<file path="src/rtl/mdr_bcd_display.sv">
// Converts a signed result word to sign + BCD magnitude with double-dabble,
// then registers per-digit seven-segment patterns with leading-zero blanking.
module mdr_bcd_display #(
  parameter int DW = 16,
  parameter int ND = 5
) (
  input  logic              clk,
  input  logic              rst,
  input  logic              i_start,
  input  logic [DW-1:0]     i_data,
  output logic              o_busy,
  output logic              o_done,
  output logic              o_sign,
  output logic [4*ND-1:0]   o_bcd,
  output logic [7*ND-1:0]   o_seg
);

  localparam int CW = $clog2(DW + 1);

  typedef enum logic [1:0] {IDLE, LOAD, SHIFT, DONE} state_t;

  state_t                state, state_nxt;
  logic [CW-1:0]         cnt_p1;
  logic signed [DW-1:0]  cap_p0;
  logic                  sign_p1;
  logic [DW-1:0]         mag_p1;
  logic [4*ND-1:0]       acc_p1;

  function automatic logic [4*ND-1:0] dabble(input logic [4*ND-1:0] acc);
    logic [4*ND-1:0] r;
    r = acc;
    for (int i = 0; i < ND; i++) begin
      if (r[4*i +: 4] >= 4'd5) r[4*i +: 4] = r[4*i +: 4] + 4'd3;
    end
    return r;
  endfunction

  function automatic logic [6:0] seg7(input logic [3:0] d);
    logic [6:0] s;
    case (d)
      4'd0:    s = 7'b1000000;
      4'd1:    s = 7'b1111001;
      4'd2:    s = 7'b0100100;
      4'd3:    s = 7'b0110000;
      4'd4:    s = 7'b0011001;
      4'd5:    s = 7'b0010010;
      4'd6:    s = 7'b0000010;
      4'd7:    s = 7'b1111000;
      4'd8:    s = 7'b0000000;
      4'd9:    s = 7'b0010000;
      default: s = 7'b1111111;
    endcase
    return s;
  endfunction

  // Digits above the highest non-zero digit are blanked; units always shown.
  function automatic logic [7*ND-1:0] seg_all(input logic [4*ND-1:0] bcd);
    logic [7*ND-1:0] r;
    logic            nz;
    r  = '1;
    nz = 1'b0;
    for (int i = ND - 1; i >= 0; i--) begin
      nz = nz | (bcd[4*i +: 4] != 4'd0);
      if (nz || i == 0) r[7*i +: 7] = seg7(bcd[4*i +: 4]);
    end
    return r;
  endfunction

  always_ff @(posedge clk or posedge rst) begin
    if (rst) state <= IDLE;
    else     state <= state_nxt;
  end

  always_comb begin
    state_nxt = state;
    case (state)
      IDLE:    if (i_start) state_nxt = LOAD;
      LOAD:    state_nxt = SHIFT;
      SHIFT:   if (cnt_p1 == CW'(1)) state_nxt = DONE;
      DONE:    state_nxt = IDLE;
      default: state_nxt = IDLE;
    endcase
  end

  always_ff @(posedge clk or posedge rst) begin
    if (rst)                cnt_p1 <= '0;
    else if (state == LOAD)  cnt_p1 <= CW'(DW);
    else if (state == SHIFT) cnt_p1 <= cnt_p1 - CW'(1);
  end

  // Stage p0: capture request; stage p1: sign/magnitude and the dabble loop
  always_ff @(posedge clk) begin
    if (state == IDLE && i_start) cap_p0 <= $signed(i_data);
    if (state == LOAD) begin
      sign_p1 <= cap_p0[DW-1];
      mag_p1  <= $unsigned(cap_p0[DW-1] ? -cap_p0 : cap_p0);
      acc_p1  <= '0;
    end else if (state == SHIFT) begin
      {acc_p1, mag_p1} <= {dabble(acc_p1), mag_p1} << 1;
    end
  end

  // Output registers: updated only on the DONE cycle, held otherwise
  always_ff @(posedge clk or posedge rst) begin
    if (rst) begin
      o_busy <= 1'b0;
      o_done <= 1'b0;
      o_sign <= 1'b0;
      o_bcd  <= '0;
      o_seg  <= '1;
    end else begin
      o_busy <= (state_nxt != IDLE);
      o_done <= (state == DONE);
      if (state == DONE) begin
        o_sign <= sign_p1;
        o_bcd  <= acc_p1;
        o_seg  <= seg_all(acc_p1);
      end
    end
  end

endmodule

</file>
<file path="config.mk">
export PLATFORM = sky130hd
export DESIGN_NAME = mdr_bcd_display
export DESIGN_NICKNAME = d
export VERILOG_FILES = /design/src/rtl/mdr_bcd_display.sv
export SDC_FILE = /design/constraint.sdc
export NUM_CORES = 1
export LEC_CHECK = 0
export ABC_CLOCK_PERIOD_IN_PS = 3800
export CORE_MARGIN = 2
export CORE_UTILIZATION = 24
export CTS_CLUSTER_SIZE = 24
export DETAILED_ROUTE_END_ITERATION = 16
export GPL_TIMING_DRIVEN = 1
export SETUP_SLACK_MARGIN = 0.4
export SLEW_MARGIN = 20
export SYNTH_ARGS = -nofsm -noshare
export SYNTH_HDL_FRONTEND = slang
export SYNTH_SLANG_ARGS = --single-unit
export TNS_END_PERCENT = 20
</file>
<file path="constraint.sdc">
create_clock -name clk -period 3.8 [get_ports clk]
set_clock_uncertainty 0.2 [all_clocks]
set_input_delay 0.76 -clock clk [delete_from_list [all_inputs] [get_ports clk]]
set_output_delay 0.76 -clock clk [all_outputs]
set_load 0.005 [all_outputs]
</file>
-- After elaboration in Yosys (flattened, before gate mapping)
Memory sizes are Yosys's and may differ from the RTL's. A register that Yosys moved wholly into a read port is not among the register bits.
Cells that the tools add are included.
- flip-flop bits (word level): 118
- memory bits (read-only): 560
- bits of input ports: 19
- word-level logic and storage cells: 68
- memories: 5
- memory list (name ; depth ; bits a word ; rd ports ; clocked after memory_dff ; wr ports ; RTL line ; RTL):
    (name not given) ; 16 ; 7 ; 1 ; 1 ; 0 ; 40 ; case (d)
    (name not given) ; 16 ; 7 ; 1 ; 1 ; 0 ; 40 ;
    (name not given) ; 16 ; 7 ; 1 ; 1 ; 0 ; 40 ;
    (name not given) ; 16 ; 7 ; 1 ; 1 ; 0 ; 40 ;
    (name not given) ; 16 ; 7 ; 1 ; 1 ; 0 ; 40 ;
- $add $sub $neg: 7
- magnitude comparators: 5
- equality and inequality tests: 4
- mux-type cells: 25
- bitwise gates (word level): 3
- reduce and logical (&&, ||, !) cells: 8
- operator list (kind ; count):
    16-bit 2-to-1 mux ; 3
    4-bit 2-to-1 mux ; 12
    7-bit 2-to-1 mux ; 4
    4-bit by 3-bit >= comparator with 1-bit output, second input constant ; 5
    4-bit by 2-bit adder with 4-bit output, second input constant ; 4
    16-bit negation ; 1
    4-bit nonzero test ; 4
    5-bit 2-to-1 mux ; 2
    2-bit one-hot mux with 4 select lines ; 1
    5-bit by 1-bit == test with 1-bit output, second input constant ; 1
    5-bit by 1-bit subtractor with 5-bit output, second input constant ; 1
    2-bit == test, second input constant ; 2
    2-bit 2-to-1 mux ; 2
    2-bit nonzero test ; 2
    3-bit by 2-bit adder with 3-bit output, second input constant ; 1
    3-bit 2-to-1 mux ; 1
    1-bit bitwise OR ; 3
    2-bit by 1-bit == test with 1-bit output, second input constant ; 1
    2-bit logical NOT ; 1
    1-bit logical AND ; 1

-- Logic depth before layout (Yosys ltp)
- depth after elaboration: 5
- depth in mapped cells: 12
- mapped depth without buffers: 10

-- Worst setup path before layout
OpenSTA, ideal clock, no wires.
- path kind: reg-to-reg
- start: reg acc_p1[1]
- end: reg with a tool-made name
- arrival time: 2.271 ns
- required time: 3.465 ns
- slack: 1.194 ns
- stages on the path, launching flop included: 10
- clock period less this slack: 2.606 ns
- path through: dfxtp_1 > inv_1 > ha_1 > nand2b_1 > or3b_2 > a311oi_2 > inv_1 > ha_1 > mux2i_1 > a21oi_1
- RTL lines (what ; RTL line ; RTL):
    start, declared ; 27 ; logic [4*ND-1:0] acc_p1;
    start signal, assigned ; 99 ; {acc_p1, mag_p1} <= {dabble(acc_p1), mag_p1} << 1;

==> reports/metrics.yaml <==
die_x_microns: 174.7
cts.clk_slew.worst_paths_ps: 70
cts_root_buffer: "clkbuf_16"
relSlewSlack_pct: 39.82
synth_warnings: 0
drt-total-wl_mm: 15.36
cp_data_required_time_ps: 3890
layout-drive-gt1-share_pct: 15.80
grt-ovfl-total: 0
crit_arrival_ps: 3070
drtIter0Drc: 351
layout_setup_ws_ps: 818.2
ant_nets: 0
ys_async_sr_fraction_pct: 44.52
grt.met1_usage_pct: 13.75
cts_buffers: 17
post_cts_resized: 0
pre_cts_ws_ps: 838.8
core_area_sq_um: 28700
initial_utilization_pct: 24.38
syn-cell-area_sq_um: 6997
finalSetupViolations: 0
grt_max_degree: 48
p_leak_nw: 3.476
rows: 62
power_density_nw_per_um2: 1013
synth_edf_count: 33
startpoint_type: "flip-flop"
synth_ff_type: "dfxtp_1"
postCtsSetupBuffers: 0
worstMarginPinSlew_ps: 902.7
grt_pass1_vias: 4824
io_pins: 77
met3_usage_pct: 3.416
setup_tns_ps: 0
vias: 4930
fin_crit_ps: 2982
cts_max_path_buffers: 2
clock-sinks: 146
antenna-diode-count: 0
max_cap_viol_count: 0
ir_worst_vdd_mv: 0.4649
synth_cell_types: 64
die_area_sq_um: 30530
period_share_pct: 78.47
buffer_ports.inserted: 76
synthesis.nets: 711
finalHoldViolations: 0
grtUsageMet2_pct: 15.79
gp_congestion: 0.7868
antenna_found_initial: 0
slew_violations: 0
end_kind: "flip-flop"
ctsHoldBuffers: 0
layout_commonest_cell: "clkdlybuf4s50_1"
layout_common_cells: "76 x clkdlybuf4s50_1, 57 x nor2_1, 57 x a21oi_1"
die_h_microns: 174.7
clock_latency_ps: 420
path_class: "reg -> reg"
synthToLayoutAreaGrowth_pct: 24.54
grt_first_pass_wirelength_mm: 25.39
grt_usage_pct: 10.44
clock.fmax_mhz: 335.4
avgSynthCellArea_sq_um: 10.81
viasPerCell: 4.433
ys_seq_area_share_pct: 51.77
grt_setup_unrepaired: "false"
first_pass_iters: 5
wl_per_cell_microns: 13.81
min-delay-path-class: "reg -> reg"
finalNetCount: 779
crit_path_max_fanout: 9
hpwl_mm: 10.76
synth-seq-cells: 146
status: "finished clean"
synthCells: 647
cts_tree: "built"
top_usage_layer: "met2"
cts.htree.levels: 4
drcViolationCount: 0
total_power_w: 0.008831
==> area by class of cell <==
| class | count | area [sq um] |
|---|---|---|
| clock inverters | 14 | 113.9 |
| fillers | 2950 | 19990 |
| repair buffers | 82 | 818.3 |
| clock buffers | 18 | 450.4 |
| inverters | 48 | 180.2 |
| multi-input cells | 420 | 3048 |
| flip-flops and latches | 146 | 3622 |
| well taps | 384 | 480.5 |
==> logic make-up after synthesis <==
| family | share of synthesized area (%) |
|---|---|
| buf+inv | 4.739 |
| xor+xnor | 2.378 |
| simple gates | 11.73 |
| compound gates | 15.77 |
| mux | 5.561 |
| flops | 51.77 |
| fa+ha+maj | 8.047 |
==> critical path, stage by stage (launching register included) <==
cell	delay, ps
dfxtp_1	520
inv_1	180
ha_1	260
nand2b_1	130
or3b_2	480
a311oi_2	410
inv_1	150
ha_1	310
mux2i_1	130
a21oi_1	70
==> per-stage QoR <==
step	util (%)	hold slack (ps)	instance area [sq um]	std cells
floorplan	-	221.8	6997	647
global placement	28.39	230.5	8149	1080
detailed placement	28.39	229.3	8149	1080
CTS	30.36	246.0	8713	1112
global route	30.36	251.9	8713	1112
finish	30.36	241.4	8713	1112
==> Yosys cell counts (10+ instances only) <==
cell type / n / area [sq um]
dfstp_2: 35 / 919.6
edfxtp_1: 33 / 991.0
ha_1: 45 / 563.0
nand2_1: 19 / 71.32
o21ai_0: 29 / 145.1
dfrtp_1: 30 / 750.7
o22a_1: 21 / 183.9
nor2_1: 57 / 214.0
mux2i_1: 13 / 130.1
mux2_2: 23 / 259.0
inv_1: 47 / 176.4
clkbuf_1: 13 / 48.80
a21oi_1: 57 / 285.3
nand2b_1: 15 / 93.84
nand3_1: 12 / 60.06
dfxtp_1: 48 / 960.9
xor2_1: 10 / 87.58
==> final timing paths <==
check                                from         to  slack (ps)  depth (start not counted)
worst max-delay path            acc_p1[1]  flip-flop         820                          9
worst min-delay path            flip-flop  o_seg[29]         240                          1
worst max register to register  acc_p1[1]  flip-flop         820                          9
worst min register to register  flip-flop  o_seg[29]         240                          1
max in group asynchronous             rst  o_seg[31]        2120                          3
min in group asynchronous             rst   o_bcd[4]         580                          2
==> report_power, final <==
| group | internal [W] | switching (W) | total (W) |
|---|---|---|---|
| Sequential | 0.00256 | 0.000500 | 0.00306 |
| Clock | 0.000892 | 0.000715 | 0.00161 |
| Combinational | 0.00197 | 0.00219 | 0.00416 |
==> routing by layer <==
metal  vias to the layer above  wire, microns
li1                       2443              -
met1                      2368           7332
met2                       103           6862
met3                        16            926
met4                         0            239
met5                         -              0
Power figures use the tool's default switching activity.
==> RTL edit (same settings) <==
Set the parameter `ND` to 4 (it was 5).
--- a/src/rtl/mdr_bcd_display.sv
+++ b/src/rtl/mdr_bcd_display.sv
@@ -2,7 +2,7 @@
 // then registers per-digit seven-segment patterns with leading-zero blanking.
 module mdr_bcd_display #(
   parameter int DW = 16,
-  parameter int ND = 5
+  parameter int ND = 4
 ) (
   input  logic              clk,
   input  logic              rst,
Ports: changed (resized o_bcd and o_seg); port bits go from 77 to 66. No check against the original RTL was run, so the function may have changed too.
==> RTL edit against the unedited design <==
- count of clock-buffer cells in the layout is 4 higher
- sequential cell count down 22
- worst hold slack better by 2.6 ps
- routed wire length is 20% lower
- first-iteration DRC count fell by 46%
- core utilization is 0.58 points higher
- power is 14% lower
- worst setup slack improved by 36 ps
- cell area decreased by 13%
- area after synthesis is 14% lower
- critical path type unchanged
==> RTL edit: results <==
set metrics [dict create \
    status "finished, final reports clean" \
    wl_met3_um 722 \
    drt-met1-wl_um 5412 \
    critPathArrivalTime_ps 3060 \
    worst_pin_slew_ps 908.2 \
    grt_use_met1 0.1192 \
    num_vias 4159 \
    ir_drop_mv 0.3925 \
    routedWlPerCell_um 12.94 \
    met2_usage 0.1605 \
    critPathMaxFanout 27 \
    place.detailed.hpwl_um 8602 \
    track_usage 0.09786 \
    synth-xor-area-share 0.02635 \
    muxShareOfSynthArea 0.05228 \
    synth.cells.most_frequent "nor2_1 (54), a21oi_1 (42), dfxtp_1 (37), ha_1 (37)" \
    cp_slowest_cell "a211oi_1" \
    port_buffers 65 \
    drt_iter0_drc 190 \
    ys_seq_area_frac 0.5211 \
    final_nets 666 \
    ys_seq_elements 124 \
    layout-drive-gt1-share 0.1830 \
    first_global_vias 4066 \
    grt_pass1_wl_um 20380 \
    fill_cells 2528 \
    met3_usage 0.03192 \
    synthAdderAreaFrac 0.07737 \
]
==> RTL edit: cells by family (layout without fill, tap and decap cells) <==
logic type | Yosys count | count (layout)
xor gates and xnor gates | 18 | 18
muxes | 29 | 29
adders and majority gates | 37 | 37
and+or+nand+nor | 141 | 141
DFF | 124 | 124
AOI/OAI and AO/OA | 133 | 133
buffers and inverters | 64 | 141
==> RTL edit: final cells by class <==
cell class | instances | area [µm²] | share of cell area
Clock inverter | 10 | 103.9 | 0.01376
Tap cell | 324 | 405.4 | 0.05372
Multi-Input combinational cell | 358 | 2586 | 0.3427
Inverter | 38 | 147.6 | 0.01957
Timing Repair Buffer | 71 | 695.7 | 0.09219
Sequential cell | 124 | 3118 | 0.4132
Clock buffer | 22 | 489.2 | 0.06483
==> RTL edit: per-stage QoR <==
step / utilization / std cells / total power [mW] / instance area [µm²] / hold WS, ps
2_1_floorplan: - / 546 / 4.944 / 5983 / 221.8
3_3_place_gp: 0.2851 / 915 / 5.991 / 6953 / 226.6
3_5_place_dp: 0.2851 / 915 / 6.040 / 6953 / 229.8
4_1_cts: 0.3094 / 947 / 7.696 / 7546 / 242.2
5_1_grt: 0.3094 / 947 / 8.200 / 7546 / 260.5
6_report: 0.3094 / 947 / 7.571 / 7546 / 244.1
==> RTL edit: where the power goes <==
part	internal, mW	switching (mW)
clock	0.991	0.616
sequential	2.18	0.403
combinational	1.61	1.78
total	4.78	2.80
==> RTL edit: final timing paths <==
path | startpoint | end | slack, ps | cells after the start
setup reg to reg | state[0] | flop | 850 | 9
hold reg to reg | flop | o_seg[26] | 240 | 1
min in group asynchronous | rst | o_bcd[11] | 620 | 2
max in group asynchronous | rst | o_seg[12] | 2010 | 3
hold / removal | flop | o_seg[26] | 240 | 1
setup / recovery | state[0] | flop | 850 | 9
